--- config.mk ---
export PLATFORM = sky130hd
export DESIGN_NAME = mod_counter
export DESIGN_NICKNAME = d
export VERILOG_FILES = /design/src/rtl/mod_counter_pkg.sv /design/src/rtl/mod_counter_prescaler.sv /design/src/rtl/mod_counter.sv
export SDC_FILE = /design/constraint.sdc
export NUM_CORES = 1
export LEC_CHECK = 0
export CORE_AREA = 2 2 39 41
export CTS_CLUSTER_DIAMETER = 50
export DETAILED_ROUTE_END_ITERATION = 8
export DIE_AREA = 0 0 41 43
export MAX_ROUTING_LAYER = met4
export PLACE_DENSITY_LB_ADDON = 0.05
export SLEW_MARGIN = 20
export SYNTH_ARGS = -nofsm -noshare
export SYNTH_HDL_FRONTEND = slang
export SYNTH_SLANG_ARGS = --single-unit
export TNS_END_PERCENT = 30
--- constraint.sdc ---
create_clock -name clk -period 5.3 [get_ports clk]
set_clock_uncertainty 0.15 [all_clocks]
set_input_delay 1.325 -clock clk [delete_from_list [all_inputs] [get_ports clk]]
set_output_delay 1.325 -clock clk [all_outputs]
set_load 0.01 [all_outputs]
--- src/rtl/mod_counter_pkg.sv ---
// Shared types and constants for the modulo counter.
package mod_counter_pkg;

  // Behaviour at the count boundary: wrap around or saturate.
  typedef enum logic {
    CNT_WRAP = 1'b0,
    CNT_SAT  = 1'b1
  } cnt_mode_e;

  localparam int unsigned DEFAULT_WIDTH = 4;

endpackage

--- src/rtl/mod_counter_prescaler.sv ---
// Step prescaler: emits one tick every PRESCALE enabled cycles.
module mod_prescaler #(
  parameter int unsigned PRESCALE = 1
) (
  input  logic clk,
  input  logic reset,
  input  logic en,
  input  logic restart,
  output logic tick
);

  if (PRESCALE == 1) begin : g_bypass
    // No phase to track; every enabled cycle is a step.
    logic unused_ports;
    assign unused_ports = ^{clk, reset, restart};
    assign tick = en;
  end else begin : g_div
    localparam int unsigned PW = $clog2(PRESCALE);
    localparam logic [PW-1:0] LAST = PW'(PRESCALE - 1);

    logic [PW-1:0] phase_q;
    logic [PW-1:0] phase_d;

    // Phase advances on enabled cycles, returns to zero after the last one.
    always_comb begin
      phase_d = phase_q;
      if (restart) begin
        phase_d = '0;
      end else if (en) begin
        phase_d = (phase_q == LAST) ? '0 : phase_q + PW'(1);
      end
    end

    // Phase register.
    always_ff @(posedge clk or negedge reset) begin
      if (!reset) begin
        phase_q <= '0;
      end else begin
        phase_q <= phase_d;
      end
    end

    assign tick = en & (phase_q == LAST);
  end

endmodule

--- src/rtl/mod_counter.sv ---
// Up/down modulo counter with prescaler, terminal-count pulse and sticky boundary flag.
module mod_counter
  import mod_counter_pkg::*;
#(
  parameter int unsigned WIDTH    = DEFAULT_WIDTH,
  parameter int unsigned MODULUS  = 2 ** WIDTH,
  parameter int unsigned PRESCALE = 1,
  parameter cnt_mode_e   MODE     = CNT_WRAP
) (
  input  logic             clk,
  input  logic             reset,
  input  logic             en,
  input  logic             up_dn,
  input  logic             clr,
  input  logic             load,
  input  logic [WIDTH-1:0] load_val,
  input  logic             ovf_clr,
  output logic [WIDTH-1:0] q,
  output logic             tc,
  output logic             ovf
);

  localparam logic [WIDTH-1:0] MAX_Q = WIDTH'(MODULUS - 1);

  logic [WIDTH-1:0] count_q;
  logic [WIDTH-1:0] count_d;
  logic             tc_q;
  logic             tc_d;
  logic             ovf_q;
  logic             ovf_d;
  logic             tick;
  logic             at_bound;
  logic [WIDTH-1:0] load_clamped;

  mod_prescaler #(
    .PRESCALE (PRESCALE)
  ) u_prescaler (
    .clk     (clk),
    .reset   (reset),
    .en      (en),
    .restart (clr | load),
    .tick    (tick)
  );

  // Out-of-range load values are only possible when MODULUS leaves codes unused.
  if (MODULUS < (2 ** WIDTH)) begin : g_clamp
    assign load_clamped = (load_val > MAX_Q) ? MAX_Q : load_val;
  end else begin : g_noclamp
    assign load_clamped = load_val;
  end

  // Next count, terminal-count pulse and sticky flag; clr beats load beats step.
  always_comb begin
    count_d  = count_q;
    tc_d     = 1'b0;
    ovf_d    = ovf_q & ~ovf_clr;
    at_bound = 1'b0;
    if (clr) begin
      count_d = '0;
    end else if (load) begin
      count_d = load_clamped;
    end else if (tick) begin
      if (up_dn) begin
        if (count_q == MAX_Q) begin
          at_bound = 1'b1;
          if (MODE == CNT_WRAP) count_d = '0;
        end else begin
          count_d = count_q + WIDTH'(1);
        end
      end else begin
        if (count_q == '0) begin
          at_bound = 1'b1;
          if (MODE == CNT_WRAP) count_d = MAX_Q;
        end else begin
          count_d = count_q - WIDTH'(1);
        end
      end
    end
    if (at_bound) begin
      tc_d  = 1'b1;
      ovf_d = 1'b1;
    end
  end

  // Count and flag registers.
  always_ff @(posedge clk or negedge reset) begin
    if (!reset) begin
      count_q <= '0;
      tc_q    <= 1'b0;
      ovf_q   <= 1'b0;
    end else begin
      count_q <= count_d;
      tc_q    <= tc_d;
      ovf_q   <= ovf_d;
    end
  end

  assign q   = count_q;
  assign tc  = tc_q;
  assign ovf = ovf_q;

endmodule

==> metrics <==
status=complete, no violations; Crit path depth=4; Worst Min Path Start=ovf$_DFF_PN0_; Switching Share=27.3%; vias per inst=4.96; Achievable Freq=344 MHz; vias in the first global route=360; vias=407; Die Ht=43 um; cell family with the largest share of critical-path delay=buffers and inverters; largest net degree at the start of global routing=11; max-slew violation total from the final report=0; clock latency on the worst-skew pair=230 ps; Placer Congestion=0.731; CP Class=in2reg; placed cell area=623 um2; Pwr Total=134 uW; Area Growth Syn to Fin=42.1%; Post-Syn Nets=62; worst setup slack after placement=2150 ps; die area=1760 um2; WL met3=25 um; Initial Util=32.8%; H-tree depth=1; met1 WL=501 um; Comb power frac=29.5%; met2 WL post-DR=458 um; Seq/Total Area, Yosys=33.1%; period utilisation layout=54.9%; I/O pins=17; WL/cell=12.0 um; DRC Markers=0; design area=646 um2; Rel. slew slack=71.0%; clk sinks=6; CTS tree=done; CP endpoint kind=flop; worst vdd ir=0.138 mV; Ant. Diodes=0; Fill cells=147; NetSw=36.5 uW; crit path cell chain=clkdlybuf4s50_1 > or4b_4 > a2111oi_4 > a21o_1; first-pass GRT wire length=1630 um; Post-Route WL=985 um; core area=1380 um2; Nets=81; pwr dens=207 nW/um2; Synth Cell Area=454 um2; Slowest-stage cell, CP=clkdlybuf4s50_1; Die Wd=41 um; # rows=14; critical-path maximum fanout=8; postcts setup bufs=0; Hold Path End=ovf$_DFF_PN0_; post-synthesis cell type count=27; GRT Overall Usage=14.0%; max-cap violation count=0; Mapped Cells=49; # resized after CTS=0; synthesized flop and latch total=6; buffers plus inverters on the worst setup path=1; clock buffer depth=2; Reg2Reg Capture Point=ovf$_DFF_PN0_; initial antenna violation count=0; Reg2Reg Setup Slack=3390 ps; Finished Core Util=46.7%; grt ovf=0; CP Launch Type=primary input; HP Class=reg2reg; register share of total power=41.0%; RSZ-0062 raised after global routing=no; worst r2r path cells=5; Cell Int Power=97.2 uW; Fin. Hold Viols=0; share of cells above drive strength 1=10.6%; total CTS buffers=3; Hold Path Depth=1; min cycle time layout=2910 ps; Pleak=0.000279 uW; HPWL after DPL=764 um; Worst Tran Pin Value=424 ps; Worst-path clk slew=40 ps; max incr delay on CP=570 ps; clock root buffer=clkbuf_4; Antenna Nets Post-Route=0; Setup-failing EPs final=0; drt first pass iters=2; input/output buffers=16; Hold Buf Count CTS=0; clock share of power=29.5%; WP data arrival=2930 ps; Iter 0 DRT Violations=5; worst path required time=5320 ps; Mapped Avg Cell Area=9.27 um2; Yosys warning count=0; DR top layer=met3; worst r2r src=q[0]$_DFFE_PN0P_; TNS Setup=0 ps; Setup WS post-layout=2390 ps
-- power by group through the flow --
| stage | combinational (uW) | clock, uW | sequential, uW |
|---|---|---|---|
| after global placement | 39.8 | 0 | 55.7 |
| final | 39.4 | 39.5 | 54.7 |
| after global routing | 43.7 | 46.2 | 55.5 |
| after detailed placement | 39.6 | 0 | 55.5 |
| after CTS | 39.8 | 42.6 | 54.9 |
| after floorplan | 20.4 | 0 | 55.4 |
-- worst max-delay path by stage --
stage,start,to,slack (ps)
2_1_floorplan,up_dn,ovf$_DFF_PN0_,2710
5_1_grt,up_dn,q[0]$_DFFE_PN0P_,2310
3_3_place_gp,up_dn,ovf$_DFF_PN0_,2170
3_5_place_dp,up_dn,ovf$_DFF_PN0_,2150
6_report,up_dn,ovf$_DFF_PN0_,2390
4_1_cts,up_dn,ovf$_DFF_PN0_,2400
-- placed cells by master, fill, tap and decap left out, types with 2 or more instances in the layout --
cell	netlist	final
clkdlybuf4s50_1	0	16
ha_1	2	2
clkbuf_4	0	3
a21oi_1	5	5
nand2_1	2	2
xnor2_1	2	2
nor2_1	3	3
mux2i_1	2	2
inv_1	8	8
dfrtp_1	6	6
-- area by class of cell --
cell class | instances | area [um2] | share of cell area (%)
sequential | 6 | 150 | 23.3
multi-input combinational | 33 | 263 | 40.7
tap | 16 | 20.0 | 3.10
inverter | 8 | 30.0 | 4.65
timing repair buffer | 16 | 160 | 24.8
clock buffer | 3 | 22.5 | 3.49
-- worst register-to-register path, stage by stage (launching register included) --
cell	delay, ps
dfrtp_1	460
inv_1	90
ha_1	190
or4b_4	490
a2111oi_4	340
a21o_1	130
-- layer usage --
metal,GRT usage (%),up-vias
met5,-,-
li1,-,215
met4,2.00,0
met2,19.1,9
met1,19.5,183
met3,6.28,0
-- sequential cells by signal (all words and copies together) (netlist names) --
name / flops
ovf: 1
tc: 1
q: 4
-- cells by family after synthesis --
group | count (synthesis) | share of synthesized area, %
AND/OR/NAND/NOR | 12 | 16.5
flip-flops | 6 | 33.1
buffers and inverters | 10 | 9.09
XOR/XNOR | 2 | 3.86
AO/OA/AOI/OAI | 15 | 27.6
multiplexers | 2 | 4.41
adder cells (fa/ha/maj) | 2 | 5.51
-- per-stage QoR --
step / hold slack (ps) / std cells
2_1_floorplan: 368 / 49
3_3_place_gp: 317 / 79
3_5_place_dp: 319 / 79
4_1_cts: 328 / 82
5_1_grt: 360 / 82
6_report: 329 / 82
-- cell usage after synthesis --
master	instances	area share, %
inv_1	8	6.6
xnor2_1	2	3.9
nand2_1	2	1.7
or4b_4	1	3.0
a2111oi_0	1	1.9
o21ai_0	1	1.1
clkbuf_1	1	0.83
a311oi_1	1	1.9
nor4_1	1	1.4
buf_4	1	1.7
or2b_1	1	1.7
a31oi_1	1	1.4
mux2i_1	2	4.4
dfrtp_1	6	33
nand4_1	1	1.4
and4b_2	1	2.5
nor2b_1	1	1.4
a2111oi_4	1	6.1
a21oi_1	5	5.5
ha_1	2	5.5
a41o_2	1	2.5
o31ai_1	1	1.7
nor2_1	3	2.5
nor3_1	1	1.1
a21o_1	1	1.7
o21a_1	1	1.7
a311o_1	1	2.2
Note: power is estimated with default switching activity, not from simulation.
==> RTL edit 1: new RTL, same settings <==
Register the inputs `en`, `up_dn`, `clr`, `load`, `load_val` and `ovf_clr` before use. The logic sees them one clock later.
--- a/src/rtl/mod_counter.sv
+++ b/src/rtl/mod_counter.sv
@@ -24,2 +24,18 @@
 
+  logic en_q;
+  logic up_dn_q;
+  logic clr_q;
+  logic load_q;
+  logic [WIDTH-1:0] load_val_q;
+  logic ovf_clr_q;
+
+  always_ff @(posedge clk) begin
+    en_q       <= en;
+    up_dn_q    <= up_dn;
+    clr_q      <= clr;
+    load_q     <= load;
+    load_val_q <= load_val;
+    ovf_clr_q  <= ovf_clr;
+  end
+
   logic [WIDTH-1:0] count_q;
@@ -39,4 +55,4 @@
     .reset   (reset),
-    .en      (en),
-    .restart (clr | load),
+    .en      (en_q),
+    .restart (clr_q | load_q),
     .tick    (tick)
@@ -46,5 +62,5 @@
   if (MODULUS < (2 ** WIDTH)) begin : g_clamp
-    assign load_clamped = (load_val > MAX_Q) ? MAX_Q : load_val;
+    assign load_clamped = (load_val_q > MAX_Q) ? MAX_Q : load_val_q;
   end else begin : g_noclamp
-    assign load_clamped = load_val;
+    assign load_clamped = load_val_q;
   end
@@ -55,10 +71,10 @@
     tc_d     = 1'b0;
-    ovf_d    = ovf_q & ~ovf_clr;
+    ovf_d    = ovf_q & ~ovf_clr_q;
     at_bound = 1'b0;
-    if (clr) begin
+    if (clr_q) begin
       count_d = '0;
-    end else if (load) begin
+    end else if (load_q) begin
       count_d = load_clamped;
     end else if (tick) begin
-      if (up_dn) begin
+      if (up_dn_q) begin
         if (count_q == MAX_Q) begin
Check against the original RTL: not equivalent (Yosys sat finds a counterexample within 4 cycles, from zero or initial values and one cycle with reset low).
==> RTL edit 1 against the unedited design <==
  * Setup slack better by 0.068 ns
  * Design area is 28% higher
  * Power is 68% higher
  * Sequential share of layout area is 17 points higher
  * Count of clock-buffer cells in the layout is 1 higher
  * Synthesized area is 40% higher
  * Global-route usage is 0.88 points higher
  * Sequential cell count is 9 higher
  * Routed wire length is 6.1% higher
  * Synthesized cell count is 18% higher
  * First-iteration DRC count is 60% higher
  * Via count is 15% higher
  * Highest routed layer is now met4
==> RTL edit 1: results (changes against the unedited design) <==
Setup path
  – Largest stage delay on the critical path: 0.59 ns (+0.02 ns)
  – Largest fanout on the critical path: 10 (+2)
  – Capture point of the worst reg-to-reg path: q[0]
  – Data arrival time at the worst-slack endpoint: 1.36 ns (-1.57 ns)
  – Cell depth of the worst flop-to-flop path: 6 (+1)

Synth
  – Count of cell types in the netlist: 28 (+3.7%)
  – Top_reg_cell synth: sky130_fd_sc_hd__dfxtp_1
  – Multiplexer share of the synthesized area: 3.16% (-1.3 points)
  – Sequential fraction of the synthesis area: 52.1% (+19 points)
  – Fraction of the mapped netlist area in compound gates: 19.7% (-7.8 points)
  – Synthesized netlist net count: 71 (+15%)
  – Synth top cells by count: sky130_fd_sc_hd__dfxtp_1 (9), sky130_fd_sc_hd__inv_1 (8), sky130_fd_sc_hd__dfrtp_1 (6), sky130_fd_sc_hd__a21oi_1 (5), sky130_fd_sc_hd__nor2_1 (3)
  – Post-synthesis share of cell area spent on full adders, half adders and majority gates: 3.94% (-1.6 points)
  – Synth area leaders: sky130_fd_sc_hd__dfxtp_1 (28%), sky130_fd_sc_hd__dfrtp_1 (24%), sky130_fd_sc_hd__inv_1 (4.7%)

Detailed routing
  – Average via count per standard cell: 5.09 (+2.5%)
  – Wire length after detailed routing: 1050 um (+6.1%)

Min path
  – Number of cells on the worst hold path: 2 (+1)
  – Beginning of the worst hold path: ovf_clr_q

Cells and area
  – Proportion of layout cells with a drive suffix above 1: 9.21% (-1.4 points)
  – Number of nets in the final layout: 90 (+11%)
  – Filler cells: 128 (-13%)

Clock tree
  – Reg clk slew, reported paths: 0.08 ns (+0.04 ns)
  – Post-cts resize count: 0 (unchanged)
  – Later-pin clock latency in the skew report: 0.27 ns (+0.04 ns)

Power and ir drop
  – IR Drop Worst-Case VDD: 0.153 mV (+11%)
  – Static power due to leakage: 0.356 nW (+28%)

GRT
  – Global-route wire length before repair: 1770 um (+8.5%)
  – Number of global-route vias before repair: 440 (+22%)
  – Overall fraction of global-route tracks in use: 14.9% (+0.88 points)

Placed design
  – DP Worst Slack: 2.76 ns (+0.609 ns)
  – Post-DP HPWL: 809 um (+6.0%)
  – Placer congestion estimate: 0.693 (-5.2%)

Status
  – Result of the run: finished, final reports clean
==> RTL edit 1: per-layer routing <==
layer	track usage (%)	vias up	part of all wire, %
met5	-	-	0
met4	6.00	0	0.48
met3	3.14	2	4.3
met2	23.8	12	51
met1	17.5	211	44
li1	-	243	-
==> RTL edit 1: metrics by stage <==
step                cell area (sq um)  utilization, %  hold WS (ns)  std cells  power, mW
floorplan                         634               -         0.291         58      0.150
global placement                  803            58.0         0.298         88      0.168
detailed placement                803            58.0         0.301         88      0.168
CTS                               830            59.9         0.319         92      0.228
global route                      830            59.9         0.361         92      0.239
finish                            830            59.9         0.315         92      0.225
==> RTL edit 1: how the worst max path moves through the flow <==
stage	startpoint	to	cells past startpoint	slack, ns
after floorplan	q[0]	q[0]	0	3.36
after global placement	q[3]	q[3]	1	2.79
after detailed placement	q[3]	q[3]	1	2.76
after CTS	q[3]	q[3]	1	2.46
after global routing	q[3]	q[3]	1	2.40
final	q[3]	q[3]	1	2.46
==> RTL edit 1: final cells by class <==
cell class,instances,area share [%]
multi-input combinational,33,31.7
tap,16,2.41
sequential,15,39.8
inverter,8,3.62
timing repair buffer,16,19.3
clock buffer,4,3.17
==> RTL edit 1: power breakdown <==
part           switching, mW  total [mW]  internal, mW
sequential           0.00967       0.130         0.120
clock                 0.0301      0.0591        0.0291
combinational         0.0132      0.0359        0.0228
total                 0.0529       0.225         0.172
==> RTL edit 1: logic make-up (layout without fill, tap and decap cells) <==
kind of cell,count (synthesis),count (layout)
compound gates,15,15
xor+xnor,2,2
fa+ha+maj,2,2
buf+inv,10,28
flops,15,15
mux,2,2
simple gates,12,12
==> RTL edit 2: new RTL, config.mk and constraints unchanged <==
Without the edit above. `DEFAULT_WIDTH`: 4 -> 6.
--- a/src/rtl/mod_counter_pkg.sv
+++ b/src/rtl/mod_counter_pkg.sv
@@ -9,3 +9,3 @@
 
-  localparam int unsigned DEFAULT_WIDTH = 4;
+  localparam int unsigned DEFAULT_WIDTH = 6;
 
Ports: changed (resized load_val and q); port bits go from 17 to 21. No check against the original RTL was run, so the function may have changed too.
==> RTL edit 2 against the unedited design <==
  * Register-to-register slack about the same
  * Critical path depth decreased by 3
  * Power increased by 37%
  * Synthesized cell count increased by 73%
  * Synthesized area increased by 59%
  * Sequential cell count increased by 2
  * Routed wire length increased by 66%
  * Fmax decreased by 2.0%
  * Design area increased by 44%
  * Die area unchanged
  * Setup slack got worse by 0.058 ns
  * Core utilization increased by 20 points
  * Critical path type is now flop to primary output
  * Critical endpoint is now q[2]
==> RTL edit 2: results (changes against the unedited design) <==
Synth
  – Synthesized netlist net count: 101 (+63%)
  – Sequential fraction of the synthesis area: 27.8% (-5.3 points)
  – Synth area leaders: sky130_fd_sc_hd__dfrtp_1 (28%), sky130_fd_sc_hd__a221oi_2 (6.3%), sky130_fd_sc_hd__ha_1 (5.2%)
  – Synth top cells by count: sky130_fd_sc_hd__nor2_1 (10), sky130_fd_sc_hd__dfrtp_1 (8), sky130_fd_sc_hd__inv_1 (7), sky130_fd_sc_hd__a21oi_1 (6), sky130_fd_sc_hd__nand2_1 (6)
  – Cells after Synth: 85 (+73%)

Placed design
  – DP Worst Slack: 2.18 ns (+0.0250 ns)
  – Port buffer count: 20 (+4)
  – Post-DP HPWL: 1200 um (+57%)
  – Placer congestion estimate: 0.880 (+20%)

Cells and area
  – Filler cells: 130 (-12%)
  – Largest register FFs: 6 (+2)
  – Area used by sequential logic in the layout: 200 sq um (+33%)

Detailed routing
  – Max Used Layer: met4
  – Average via count per standard cell: 5.84 (+18%)
  – Iter 0 DRT Violations: 13 (+8)
  – M1 wire length: 719 um (+44%)
  – Routed wirelength normalized by instance count: 13.8 um (+15%)

GRT
  – Number of global-route vias before repair: 602 (+67%)
  – Pin count of the biggest net entering global routing: 16 (+5)
  – Met1 Usage GRT: 29.4% (+9.8 points)
  – Global-route wire length before repair: 2620 um (+61%)
  – Overall fraction of global-route tracks in use: 22.6% (+8.6 points)
  – Met2 track utilization from global routing: 31.9% (+13 points)

Power and ir drop
  – Proportion of total power due to net switching: 32.3% (+5.1 points)
  – Static power due to leakage: 0.360 nW (+29%)

Setup path
  – Cell class contributing the biggest share of worst-path delay: flip-flops
  – Slowest cell on the critical path: sky130_fd_sc_hd__dfrtp_1
  – Largest stage delay on the critical path: 0.62 ns (+0.05 ns)

Status
  – Result of the run: finished, final reports clean

Clock tree
  – Later-pin clock latency in the skew report: 0.25 ns (+0.02 ns)

STA
  – Final critical path time including I/O delays and setup: 2.97 ns (+0.0584 ns)
## RTL edit 2: final cells by class
class	count	area share [%]
Sequential cell	8	21.6
Inverter	7	2.83
Timing Repair Buffer	20	21.6
Multi-Input combinational cell	64	49.5
Tap cell	16	2.16
Clock buffer	3	2.43
## RTL edit 2: kinds of logic (layout without fill, tap and decap cells)
group / Yosys count / after routing / synth area share (%)
AND/OR/NAND/NOR: 35 / 35 / 28.5
flip-flops: 8 / 8 / 27.8
adder cells (fa/ha/maj): 3 / 3 / 5.21
XOR/XNOR: 4 / 4 / 4.86
buffers and inverters: 13 / 30 / 8.51
multiplexers: 1 / 1 / 1.39
AO/OA/AOI/OAI: 21 / 21 / 23.8
## RTL edit 2: worst paths after layout
check / end / startpoint / depth (start not counted)
setup / recovery: q[2] / q[2] / 1
hold reg to reg: ovf / ovf / 1
min in group asynchronous: q[0] / reset / 1
setup reg to reg: q[4] / q[1] / 6
max in group asynchronous: q[4] / reset / 1
hold / removal: ovf / ovf / 1
